### src/rtl/rob_ctrl.sv
// rtl/rob_ctrl.sv - reorder buffer pointer, completion and exception sequencing controller
//
// Purpose:
//   Hands out in-order ROB tickets, records per-slot done/exception state from
//   the short-pipe (sp) and long-pipe (lp) writeback ports, retires the head
//   entry in order, and on a faulting head runs an ack handshake followed by a
//   one-cycle flush that empties the ROB.
//
// Ports:
//   i_clk, i_reset          clock, asynchronous active-high reset
//   i_alloc_req             decode wants a ticket
//   o_alloc_grant           ticket granted this cycle (combinational)
//   o_alloc_ticket          granted slot id (tail)
//   o_full, o_empty         occupancy flags
//   o_count                 occupied slot count
//   i_cmpl_sp_*/i_cmpl_lp_* completion strobe, slot id, exception flag
//   o_head_ptr              head slot id
//   o_commit_valid          head done without exception, may retire
//   i_commit_stall          register bank cannot retire this cycle
//   o_exc_valid, o_exc_slot faulting head presented until i_exc_ack
//   i_exc_ack               redirect logic accepted the exception
//   o_flush                 one-cycle pulse, ROB emptied at end of cycle
module rob_ctrl #(
  parameter int NUM_ENTRIES     = 8,
  parameter int LOG_NUM_ENTRIES = 3
) (
  input  logic                       i_clk,
  input  logic                       i_reset,
  input  logic                       i_alloc_req,
  output logic                       o_alloc_grant,
  output logic [LOG_NUM_ENTRIES-1:0] o_alloc_ticket,
  output logic                       o_full,
  output logic                       o_empty,
  output logic [LOG_NUM_ENTRIES:0]   o_count,
  input  logic                       i_cmpl_sp_valid,
  input  logic [LOG_NUM_ENTRIES-1:0] i_cmpl_sp_slot,
  input  logic                       i_cmpl_sp_exc,
  input  logic                       i_cmpl_lp_valid,
  input  logic [LOG_NUM_ENTRIES-1:0] i_cmpl_lp_slot,
  input  logic                       i_cmpl_lp_exc,
  output logic [LOG_NUM_ENTRIES-1:0] o_head_ptr,
  output logic                       o_commit_valid,
  input  logic                       i_commit_stall,
  output logic                       o_exc_valid,
  output logic [LOG_NUM_ENTRIES-1:0] o_exc_slot,
  input  logic                       i_exc_ack,
  output logic                       o_flush
);

  localparam logic [LOG_NUM_ENTRIES-1:0] PTR_ONE  = 1;
  localparam logic [LOG_NUM_ENTRIES:0]   CNT_ONE  = 1;
  localparam logic [LOG_NUM_ENTRIES:0]   CNT_FULL = NUM_ENTRIES[LOG_NUM_ENTRIES:0];

  typedef enum logic [1:0] {ST_RUN, ST_EXC_WAIT, ST_FLUSH} state_t;

  state_t                     r_state;
  logic [LOG_NUM_ENTRIES-1:0] r_head;
  logic [LOG_NUM_ENTRIES-1:0] r_tail;
  logic [LOG_NUM_ENTRIES:0]   r_count;
  logic [NUM_ENTRIES-1:0]     r_done;
  logic [NUM_ENTRIES-1:0]     r_exc;

  logic                       w_run;
  logic [LOG_NUM_ENTRIES-1:0] w_sp_off;
  logic [LOG_NUM_ENTRIES-1:0] w_lp_off;
  logic                       w_sp_ok;
  logic                       w_lp_ok;
  logic                       w_retire;
  logic                       w_fault;
  logic [NUM_ENTRIES-1:0]     w_done_cmpl;
  logic [NUM_ENTRIES-1:0]     w_exc_cmpl;
  logic [NUM_ENTRIES-1:0]     w_done_nxt;
  logic [NUM_ENTRIES-1:0]     w_exc_nxt;

  assign w_run          = (r_state == ST_RUN);
  assign o_full         = (r_count == CNT_FULL);
  assign o_empty        = (r_count == '0);
  assign o_count        = r_count;
  assign o_alloc_ticket = r_tail;
  assign o_head_ptr     = r_head;
  // Head cannot move outside RUN, so the head pointer is the frozen faulting slot.
  assign o_exc_slot     = r_head;
  assign o_exc_valid    = (r_state == ST_EXC_WAIT);
  assign o_flush        = (r_state == ST_FLUSH);

  assign o_alloc_grant  = i_alloc_req & ~o_full & w_run;
  assign o_commit_valid = w_run & ~o_empty & r_done[r_head] & ~r_exc[r_head];
  assign w_retire       = o_commit_valid & ~i_commit_stall;

  // A slot is occupied when its distance from head is below the count;
  // this covers wrap-around and the full case where head == tail.
  assign w_sp_off = i_cmpl_sp_slot - r_head;
  assign w_lp_off = i_cmpl_lp_slot - r_head;
  assign w_sp_ok  = i_cmpl_sp_valid & w_run & ({1'b0, w_sp_off} < r_count);
  assign w_lp_ok  = i_cmpl_lp_valid & w_run & ({1'b0, w_lp_off} < r_count);

  always_comb begin
    w_done_cmpl = r_done;
    w_exc_cmpl  = r_exc;
    if (w_sp_ok) begin
      w_done_cmpl[i_cmpl_sp_slot] = 1'b1;
      w_exc_cmpl[i_cmpl_sp_slot]  = w_exc_cmpl[i_cmpl_sp_slot] | i_cmpl_sp_exc;
    end
    if (w_lp_ok) begin
      w_done_cmpl[i_cmpl_lp_slot] = 1'b1;
      w_exc_cmpl[i_cmpl_lp_slot]  = w_exc_cmpl[i_cmpl_lp_slot] | i_cmpl_lp_exc;
    end
  end

  // Retire and grant free/claim slots after completions land; the freed head
  // and the claimed tail never alias because retire needs count>0 and grant needs !full.
  always_comb begin
    w_done_nxt = w_done_cmpl;
    w_exc_nxt  = w_exc_cmpl;
    if (w_retire) begin
      w_done_nxt[r_head] = 1'b0;
      w_exc_nxt[r_head]  = 1'b0;
    end
    if (o_alloc_grant) begin
      w_done_nxt[r_tail] = 1'b0;
      w_exc_nxt[r_tail]  = 1'b0;
    end
  end

  // Looking at post-completion status lets a faulting completion reach
  // o_exc_valid on the following cycle, matching the commit latency.
  assign w_fault = w_run & ~o_empty & ~w_retire & w_done_cmpl[r_head] & w_exc_cmpl[r_head];

  always_ff @(posedge i_clk or posedge i_reset) begin
    if (i_reset) begin
      r_state <= ST_RUN;
      r_head  <= '0;
      r_tail  <= '0;
      r_count <= '0;
      r_done  <= '0;
      r_exc   <= '0;
    end else begin
      case (r_state)
        ST_RUN: begin
          r_done <= w_done_nxt;
          r_exc  <= w_exc_nxt;
          if (w_retire)      r_head <= r_head + PTR_ONE;
          if (o_alloc_grant) r_tail <= r_tail + PTR_ONE;
          if (o_alloc_grant && !w_retire)      r_count <= r_count + CNT_ONE;
          else if (!o_alloc_grant && w_retire) r_count <= r_count - CNT_ONE;
          if (w_fault) r_state <= ST_EXC_WAIT;
        end
        ST_EXC_WAIT: begin
          if (i_exc_ack) r_state <= ST_FLUSH;
        end
        ST_FLUSH: begin
          r_head  <= '0;
          r_tail  <= '0;
          r_count <= '0;
          r_done  <= '0;
          r_exc   <= '0;
          r_state <= ST_RUN;
        end
        default: r_state <= ST_RUN;
      endcase
    end
  end

endmodule

### config.mk
export PLATFORM = sky130hd
export DESIGN_NAME = rob_ctrl
export DESIGN_NICKNAME = d
export VERILOG_FILES = /design/src/rtl/rob_ctrl.sv
export SDC_FILE = /design/constraint.sdc
export NUM_CORES = 1
export LEC_CHECK = 0
export BUFFER_PORTS_ARGS = -buffer_cell sky130_fd_sc_hd__buf_2
export CORE_ASPECT_RATIO = 1.5
export CORE_MARGIN = 2
export CORE_UTILIZATION = 52
export CTS_CLUSTER_DIAMETER = 120
export CTS_CLUSTER_SIZE = 30
export DETAILED_ROUTE_END_ITERATION = 8
export GPL_TIMING_DRIVEN = 0
export PLACE_DENSITY = 0.76
export REMOVE_ABC_BUFFERS = 1
export SLEW_MARGIN = 10
export SYNTH_ARGS = -nofsm -noshare
export SYNTH_HDL_FRONTEND = slang
export SYNTH_SLANG_ARGS = --single-unit
### constraint.sdc
create_clock -name i_clk -period 3.89 [get_ports i_clk]
set_clock_uncertainty 0.15 [all_clocks]
set_input_delay 0.778 -clock i_clk [delete_from_list [all_inputs] [get_ports i_clk]]
set_output_delay 0.778 -clock i_clk [all_outputs]
set_load 0.03 [all_outputs]
==> metrics.md, run 1 <==
| Metric | Value |
|---|---|
| Power Density | about 960 mW/mm2 |
| CTS Buf Count | 3 |
| DRC Markers | 0 |
| GP Congestion | just under 1 |
| Routed WL | roughly 7.4 mm |
| Rows | 30 |
| Htree depth | 1 |
| Count leader, synth | nand2_1 |
| Critical path's most frequent cell | ha_1 |
| Post-DP HPWL | just over 5 mm |
| Initial DRC count | between 150 and 200 |
| Count of pins over their slew limit | 0 |
| Yosys cell types | 63 |
| # setup viols final | 1 |
| Adder-cell area share of the yosys netlist | 7.641% |
| Setup CP Type | in2reg |
| Post-synthesis compound-gate area fraction | between 20% and 30% |
| Crit path DAT | between 3000 and 4000 ps |
| Initial antenna violation count | 0 |
| Slew @ Worst Pin | 1091 ps |
| Xor-xnor portion of the synthesized cell area | roughly 2.5% |
| Core area | around 0.0045 mm2 |
| Post-route cell area | 0.002903 mm2 |
| DRT Pass-1 Iters | 4 |
| Largest family of logic cells by synthesized area | compound AO/OA/AOI/OAI gates |
| Area growth syn-to-layout | 19.77% |
| RSZ-0062 raised after global routing | true |
| Post-synth top area share | between 20 and 30% |
| Post-synth top cells | nand2_1 (33), dfrtp_1 (28), nor2_1 (19) |
| Crit end category | flop |
| Crit-path cells | buf_4 > inv_2 > ha_1 > inv_1 > fa_2 > xor2_1 > xnor2_1 > ha_1 > o21ba_2 > o31ai_2 > nand3_2 > nor4_4 > nor4_2 > a2111oi_2 > nor4b_4 > o41ai_2 |
| Lkg Pwr | about 1.2 nW |
| Critical Path Source Type | input pin |
| Sequential share of the synthesized area | 28.91% |
| Worst Path Max Fanout | 8 |
| Setup_tns | -25.30 ps |
| Initial core utilization | approximately 54% |
| Wire per inst | roughly 21 um |
| Total of warnings raised by yosys | 0 |
| Fill cell count | slightly above 400 |
| Vias per cell | 6.853 |
| Worst skew pair latency | roughly 280 ps |
| Max Clk Rate | roughly 260 MHz |
| Ant. Diodes | 0 |
| Vias in the first global route | between 2,000 and 2,500 |
| TritonCTS clock tree | built |
| # port buffers | 33 |
| Reg2Reg Setup Slack | roughly 10 ps |
| Final period util | 100.7% |
| First-pass GRT wire length | 11.76 mm |
| Post-synthesis mux area share | between 6 and 7% |
| Total gr overflow | 0 |
| Slowest cell on crit path | a2111oi_2 |
| Number of synthesized flops with an enable pin | 0 |
| Avg Synthesized Cell Area | just under 9 um2 |
| Clk buf depth | 2 |
| Routed Antenna Nets | 0 |
| GR Util All Layers | 29.46% |
| Die Height | between 80 and 90 um |
| Synthesized area | 0.002424 mm2 |
| Data required time of the worst path | between 3000 and 4000 ps |
| Flops & latches, synth | 28 |
| Number of clock sinks | 28 |
| Simple-gate area share of the yosys netlist | about a quarter |
| Die area | approximately 0.0052 mm2 |
| CP peak stage delay | approximately 470 ps |
| Worst VDD drop | ~0.00056 V |
| Violated checks | setup timing |
| Core Util, Final | between 60% and 70% |
| Reg clk slew, reported paths | approximately 100 ps |
| Relative max-transition margin | about 27% |
| Crit path time final | 3915 ps |
| Synth area leaders | dfrtp_1 (29%), ha_1 (5.2%), nand2_1 (5.1%), nor2_1 (2.9%), mux4_2 (2.8%) |
| Synth Instances | 279 |
| Layout cells sized above 1 | between 20% and 30% |
| Post-DP Area | approximately 0.0026 mm2 |
| Final worst setup slack | -25.30 ps |
| Final Hold Fails | 0 |
| Synth area leader | dfrtp_1 |
| Largest net degree at the start of global routing | 29 |
| Max-Cap Viols | 0 |
| IO Count | 34 |
| Outcome | finished, violations left |
| Final net count | 335 |
| Hold crit path type | reg2reg |
| Root cell of the clock tree | clkbuf_8 |
| Main synth FF type | dfrtp_1 |
| Die X | ~60 um |
| FFs w/ async S/R, synth | 100.0% |
| Via count | between 2,000 and 2,500 |
-- registers in the layout (all words and copies together), names as in the netlist --
name	cells
o_count	4
o_alloc_ticket	3
r_done	8
r_exc	8
o_exc_slot	3
r_state	2
-- path summary, 6_finish.rpt --
kind | startpoint | endpoint | cells after the start
worst min register to register | r_done[2] | r_done[2] | 2
worst max-delay path | i_cmpl_lp_slot[0] | r_state[0] | 16
max in group asynchronous | i_reset | o_exc_slot[1] | 2
min in group asynchronous | i_reset | o_alloc_ticket[2] | 2
worst max register to register | o_exc_slot[1] | r_state[0] | 14
worst min-delay path | r_done[2] | r_done[2] | 2
-- cell type report --
| class | count | area, um2 | share of cell area (%) |
|---|---|---|---|
| inverters | 18 | 68.82 | 2.371 |
| multi-input cells | 218 | 1783 | 61.42 |
| repair buffers | 38 | 230.2 | 7.931 |
| well taps | 48 | 60.06 | 2.069 |
| clock buffers | 4 | 55.05 | 1.897 |
| flip-flops and latches | 28 | 705.7 | 24.31 |
-- worst max-delay path, delay by kind of cell --
kind	cells	cell delay, ps
simple gates	4	770
buf+inv	3	280
fa+ha+maj	3	780
compound gates	4	1040
xor+xnor	2	290
-- per-layer routing --
metal	vias up	wire (um)	global-route usage [%]
met2	140	3661	50.30
met1	1141	2735	35.11
met5	-	0	0
met4	0	435	15.56
met3	45	539	3.840
li1	1100	-	-
-- timing repair --
action | 4_1_cts | 5_1_grt
setup buffers | 1 | 4
gates resized for setup | 18 | 27
gates cloned | 1 | 0
pin swaps | 1 | 16
setup endpoints to repair | 17 | 2
hold buffers | 0 | 0
-- per-stage QoR --
step           hold WS [ps]  cells  power (W)  worst slack, ps
5_1_grt               417.0    354   0.002973           -163.0
3_5_place_dp          361.6    344   0.002203           -845.6
4_1_cts               384.7    350   0.002540            1.145
6_report              393.1    354   0.002799           -25.30
2_1_floorplan         317.1    263   0.001776           -514.0
3_3_place_gp          346.3    344   0.002154           -731.1
-- layout by cell type, fill, tap and decap left out, drive strengths merged, types with 2 or more instances in the layout --
master | Yosys | final
xor2 | 4 | 4
buf | 8 | 38
a311o | 2 | 2
and3 | 5 | 5
and2 | 2 | 2
nor3 | 7 | 7
nor4 | 8 | 8
o21ai | 15 | 15
nand3 | 13 | 13
a221oi | 3 | 3
inv | 16 | 16
o41ai | 2 | 2
clkbuf | 8 | 4
nand2 | 33 | 33
ha | 10 | 10
a211oi | 5 | 6
a32oi | 3 | 3
a31oi | 5 | 5
a22o | 5 | 5
dfrtp | 28 | 28
xnor2 | 3 | 3
a21boi | 2 | 2
mux2 | 4 | 4
nor4b | 3 | 3
clkinv | 2 | 2
a21oi | 7 | 7
fa | 3 | 3
a221o | 3 | 3
o32a | 3 | 3
o31ai | 7 | 7
mux4 | 3 | 3
nand2b | 7 | 7
a21o | 2 | 2
mux2i | 5 | 5
o31a | 2 | 2
nor2 | 20 | 20
nor2b | 6 | 6
-- report_power, final --
part	internal [W]	switching, W	leakage, nW
registers	0.000428	0.000242	0.353
logic	0.000795	0.00114	0.864
clock network	0.0000910	0.0000986	0.0288
-- kinds of logic (layout without fill, tap and decap cells) --
group                      Yosys count  count (layout)
AOI/OAI and AO/OA                   76              77
xor gates and xnor gates             7               7
adders and majority gates           13              13
buffers and inverters               34              60
DFF                                 28              28
muxes                               12              12
and+or+nand+nor                    109             109
Power figures use the tool's default switching activity.
==> run 2: changes to the inputs <==
--- a/config.mk
+++ b/config.mk
@@ -14,6 +14,7 @@
 export DETAILED_ROUTE_END_ITERATION = 8
 export GPL_TIMING_DRIVEN = 0
 export PLACE_DENSITY = 0.76
+export RECOVER_POWER = 25
 export REMOVE_ABC_BUFFERS = 1
 export SLEW_MARGIN = 10
 export SYNTH_ARGS = -nofsm -noshare
==> run 2 against run 1 <==
Combinational power barely moved; worst setup slack barely moved; sequential share of layout area did not move; cell count did not move; the flow still finishes with violations (setup timing); critical endpoint unchanged; via count barely moved; critical path depth did not move; design area did not move; worst hold slack did not move; critical path type unchanged.
==> metrics.md, run 2 (synthesized netlist as in run 1, its figures left out) <==
| Metric | Value |
|---|---|
| Outcome | finished, violations left (unchanged) |
| Violated checks | setup timing (unchanged) |
| Worst hold slack | 393.1 ps (unchanged) |
| Slowest cell on crit path | a2111oi_2 (unchanged) |
| RSZ-0062 raised after global routing | true (unchanged) |
| Met3 usage | 3.840% (unchanged) |
| DRC Markers | 0 (unchanged) |
| Area growth syn-to-layout | 19.77% (unchanged) |
| Seq pwr share | 23.9% (about the same) |
| TritonCTS clock tree | built (unchanged) |
| GR Util All Layers | 29.46% (unchanged) |
| Clock power share | 6.8% (about the same) |
| FF+latch area | 705.7 um2 (unchanged) |
| Most frequent cells in the layout | nand2_1 (33), buf_2 (32), dfrtp_1 (26) (unchanged) |
| Vias per cell | 6.859 (was 6.853) |
| Reg clk slew, reported paths | 100 ps (about the same) |
| Reg2Reg Setup Slack | 10 ps (about the same) |
| Power share of the combinational group | 69.3% (about the same) |
| Crit-path cells | buf_4 > inv_2 > ha_1 > inv_1 > fa_2 > xor2_1 > xnor2_1 > ha_1 > o21ba_2 > o31ai_2 > nand3_2 > nor4_4 > nor4_2 > a2111oi_2 > nor4b_4 > o41ai_2 (unchanged) |
| Switching Share | 53.08% (about the same) |
| Final worst setup slack | -25.38 ps (was -25.30 ps) |
| Vias in the first global route | 2,406 (unchanged) |
| Met1 usage | 35.11% (unchanged) |
| Die X | 59.74 um (unchanged) |
| Layer with the highest usage | met2 (unchanged) |
| Routed WL | 7.373 mm (was 7.372 mm) |
| Internal power | 0.001313 W (about the same) |
| Count of pins over their slew limit | 0 (unchanged) |
| Worst skew pair latency | 280 ps (about the same) |
| Worst r2r path cells | 14 (unchanged) |
| Power Density | 964.3 mW/mm2 (about the same) |
| Wire per inst | 20.83 um (was 20.82 um) |
| Crit path DAT | 3950 ps (about the same) |
| Final Hold Fails | 0 (unchanged) |
| Clk buf depth | 2 (unchanged) |
| Family with the most delay on the worst path | compound AO/OA/AOI/OAI gates (unchanged) |
| Worst Path Max Fanout | 8 (unchanged) |
| Max Clk Rate | 255.4 MHz (about the same) |
| RR Startpoint | o_exc_slot[1] (unchanged) |
| Worst VDD drop | 0.0005552 V (was 0.0005553 V) |
| Psw | 0.001486 W (about the same) |
| Lkg Pwr | 1.245 nW (was 1.246 nW) |
| Initial DRC count | 173 (unchanged) |
| Max-Cap Viols | 0 (unchanged) |
| # port buffers | 33 (unchanged) |
| Via count | 2,428 (was 2,426) |
| GP Congestion | 0.9692 (unchanged) |
| Worst Hold Path Cells | 2 (unchanged) |
| Data required time of the worst path | 3920 ps (about the same) |
| Final net count | 335 (unchanged) |
| Initial core utilization | 53.81% (unchanged) |
| Core area | 0.004504 mm2 (unchanged) |
| Post-DP HPWL | 5.171 mm (unchanged) |
| DP Worst Slack | -845.6 ps (unchanged) |
| CP peak stage delay | 470 ps (about the same) |
| Number of clock sinks | 28 (unchanged) |
| Layout cells sized above 1 | 29.41% (unchanged) |
| Critical path's most frequent cell | ha_1 (unchanged) |
| Die area | 0.005234 mm2 (unchanged) |
| Root cell of the clock tree | clkbuf_8 (unchanged) |
| First-pass GRT wire length | 11.76 mm (unchanged) |
| Htree depth | 1 (unchanged) |
| Final period util | 100.7% (about the same) |
| Crit path time final | 3915 ps (about the same) |
| Reg-to-reg critical path endpoint | r_state[0] (unchanged) |
| Hold crit path type | reg2reg (unchanged) |
| Crit path launch | i_cmpl_lp_slot[0] (unchanged) |
| Hold buffers post-CTS | 0 (unchanged) |
| Crit end category | flop (unchanged) |
| Initial antenna violation count | 0 (unchanged) |
| IO Count | 34 (unchanged) |
| Multi-input logic area | 0.001783 mm2 (unchanged) |
| Largest net degree at the start of global routing | 29 (unchanged) |
| Critical Path Source Type | input pin (unchanged) |
| Bufs and invs on worst path | 3 (unchanged) |
| CTS Buf Count | 3 (unchanged) |
| # setup viols final | 1 (unchanged) |
| Fill cell count | 403 (unchanged) |
| Core Util, Final | 64.44% (unchanged) |
| Die Height | 87.61 um (unchanged) |
| Setup CP Type | in2reg (unchanged) |
| Routed Antenna Nets | 0 (unchanged) |
| Worst hold start | r_done[2] (unchanged) |
| GRT met2 Usage | 50.30% (unchanged) |
| Total gr overflow | 0 (unchanged) |
| Relative max-transition margin | 27.19% (about the same) |
| Rows | 30 (unchanged) |
| Ant. Diodes | 0 (unchanged) |
| Hold path endpoint | r_done[2] (unchanged) |
| Commonest non-fill, non-tap cell in the layout | nand2_1 (unchanged) |
| DRT Pass-1 Iters | 4 (unchanged) |
| Slew @ Worst Pin | 1091 ps (about the same) |
run 2: cell counts in the layout (fill, tap and decap cells not counted):
No cell type changed its count.
run 2: repair_timing:
| action | 4_1_cts | 5_1_grt |
|---|---|---|
| pin swaps | 1 | 16 |
| setup buffers | 1 | 4 |
| gates cloned | 1 | 0 |
| resized for setup | 18 | 27 |
| setup endpoints to repair | 17 | 2 |
run 2: through the flow:
step | total power, W | cells | cell area [um2] | setup TNS, ps
2_1_floorplan | 0.001776 | 263 | 2346 | -953.5
3_3_place_gp | 0.002154 | 344 | 2571 | -2270
3_5_place_dp | 0.002203 | 344 | 2571 | -3128
4_1_cts | 0.002540 | 350 | 2723 | 0
5_1_grt | 0.002973 | 354 | 2903 | -163.0
6_report | 0.002799 | 354 | 2903 | -25.38
run 2: power by group through the flow:
| stage | Clock, W | Combinational, W | Sequential [W] |
|---|---|---|---|
| final | 0.000190 | 0.00194 | 0.000670 |
| after global routing | 0.000199 | 0.00208 | 0.000688 |
| after CTS | 0.000191 | 0.00169 | 0.000656 |
| after detailed placement | 0 | 0.00154 | 0.000663 |
| after global placement | 0 | 0.00150 | 0.000658 |
| after floorplan | 0 | 0.00106 | 0.000713 |
run 2: how the worst max path moves through the flow:
stage / end / slack, ps / cells after the start
2_1_floorplan: r_state[0] / -510 / 13
4_1_cts: r_state[0] / 1 / 14
6_report: r_state[0] / -30 / 16
5_1_grt: r_state[0] / -160 / 17
3_3_place_gp: r_state[0] / -730 / 13
3_5_place_dp: r_state[0] / -850 / 13
run 2: layout make-up:
class	instances	share of cell area, %
Clock buffer	4	1.897
Inverter	18	2.371
Multi-Input combinational cell	218	61.42
Sequential cell	28	24.31
Tap cell	48	2.069
Timing Repair Buffer	38	7.931
run 2: worst min-delay path, delay by kind of cell (launching register included):
family | cells | cell delay (ps)
DFF | 1 | 390
and+or+nand+nor | 2 | 120
run 2: routing by layer:
metal  share of wire, %  vias to the layer above
li1                   -                     1100
met1                 37                     1141
met2                 50                      142
met3                7.3                       45
met4                5.9                        0
met5                  0                        -
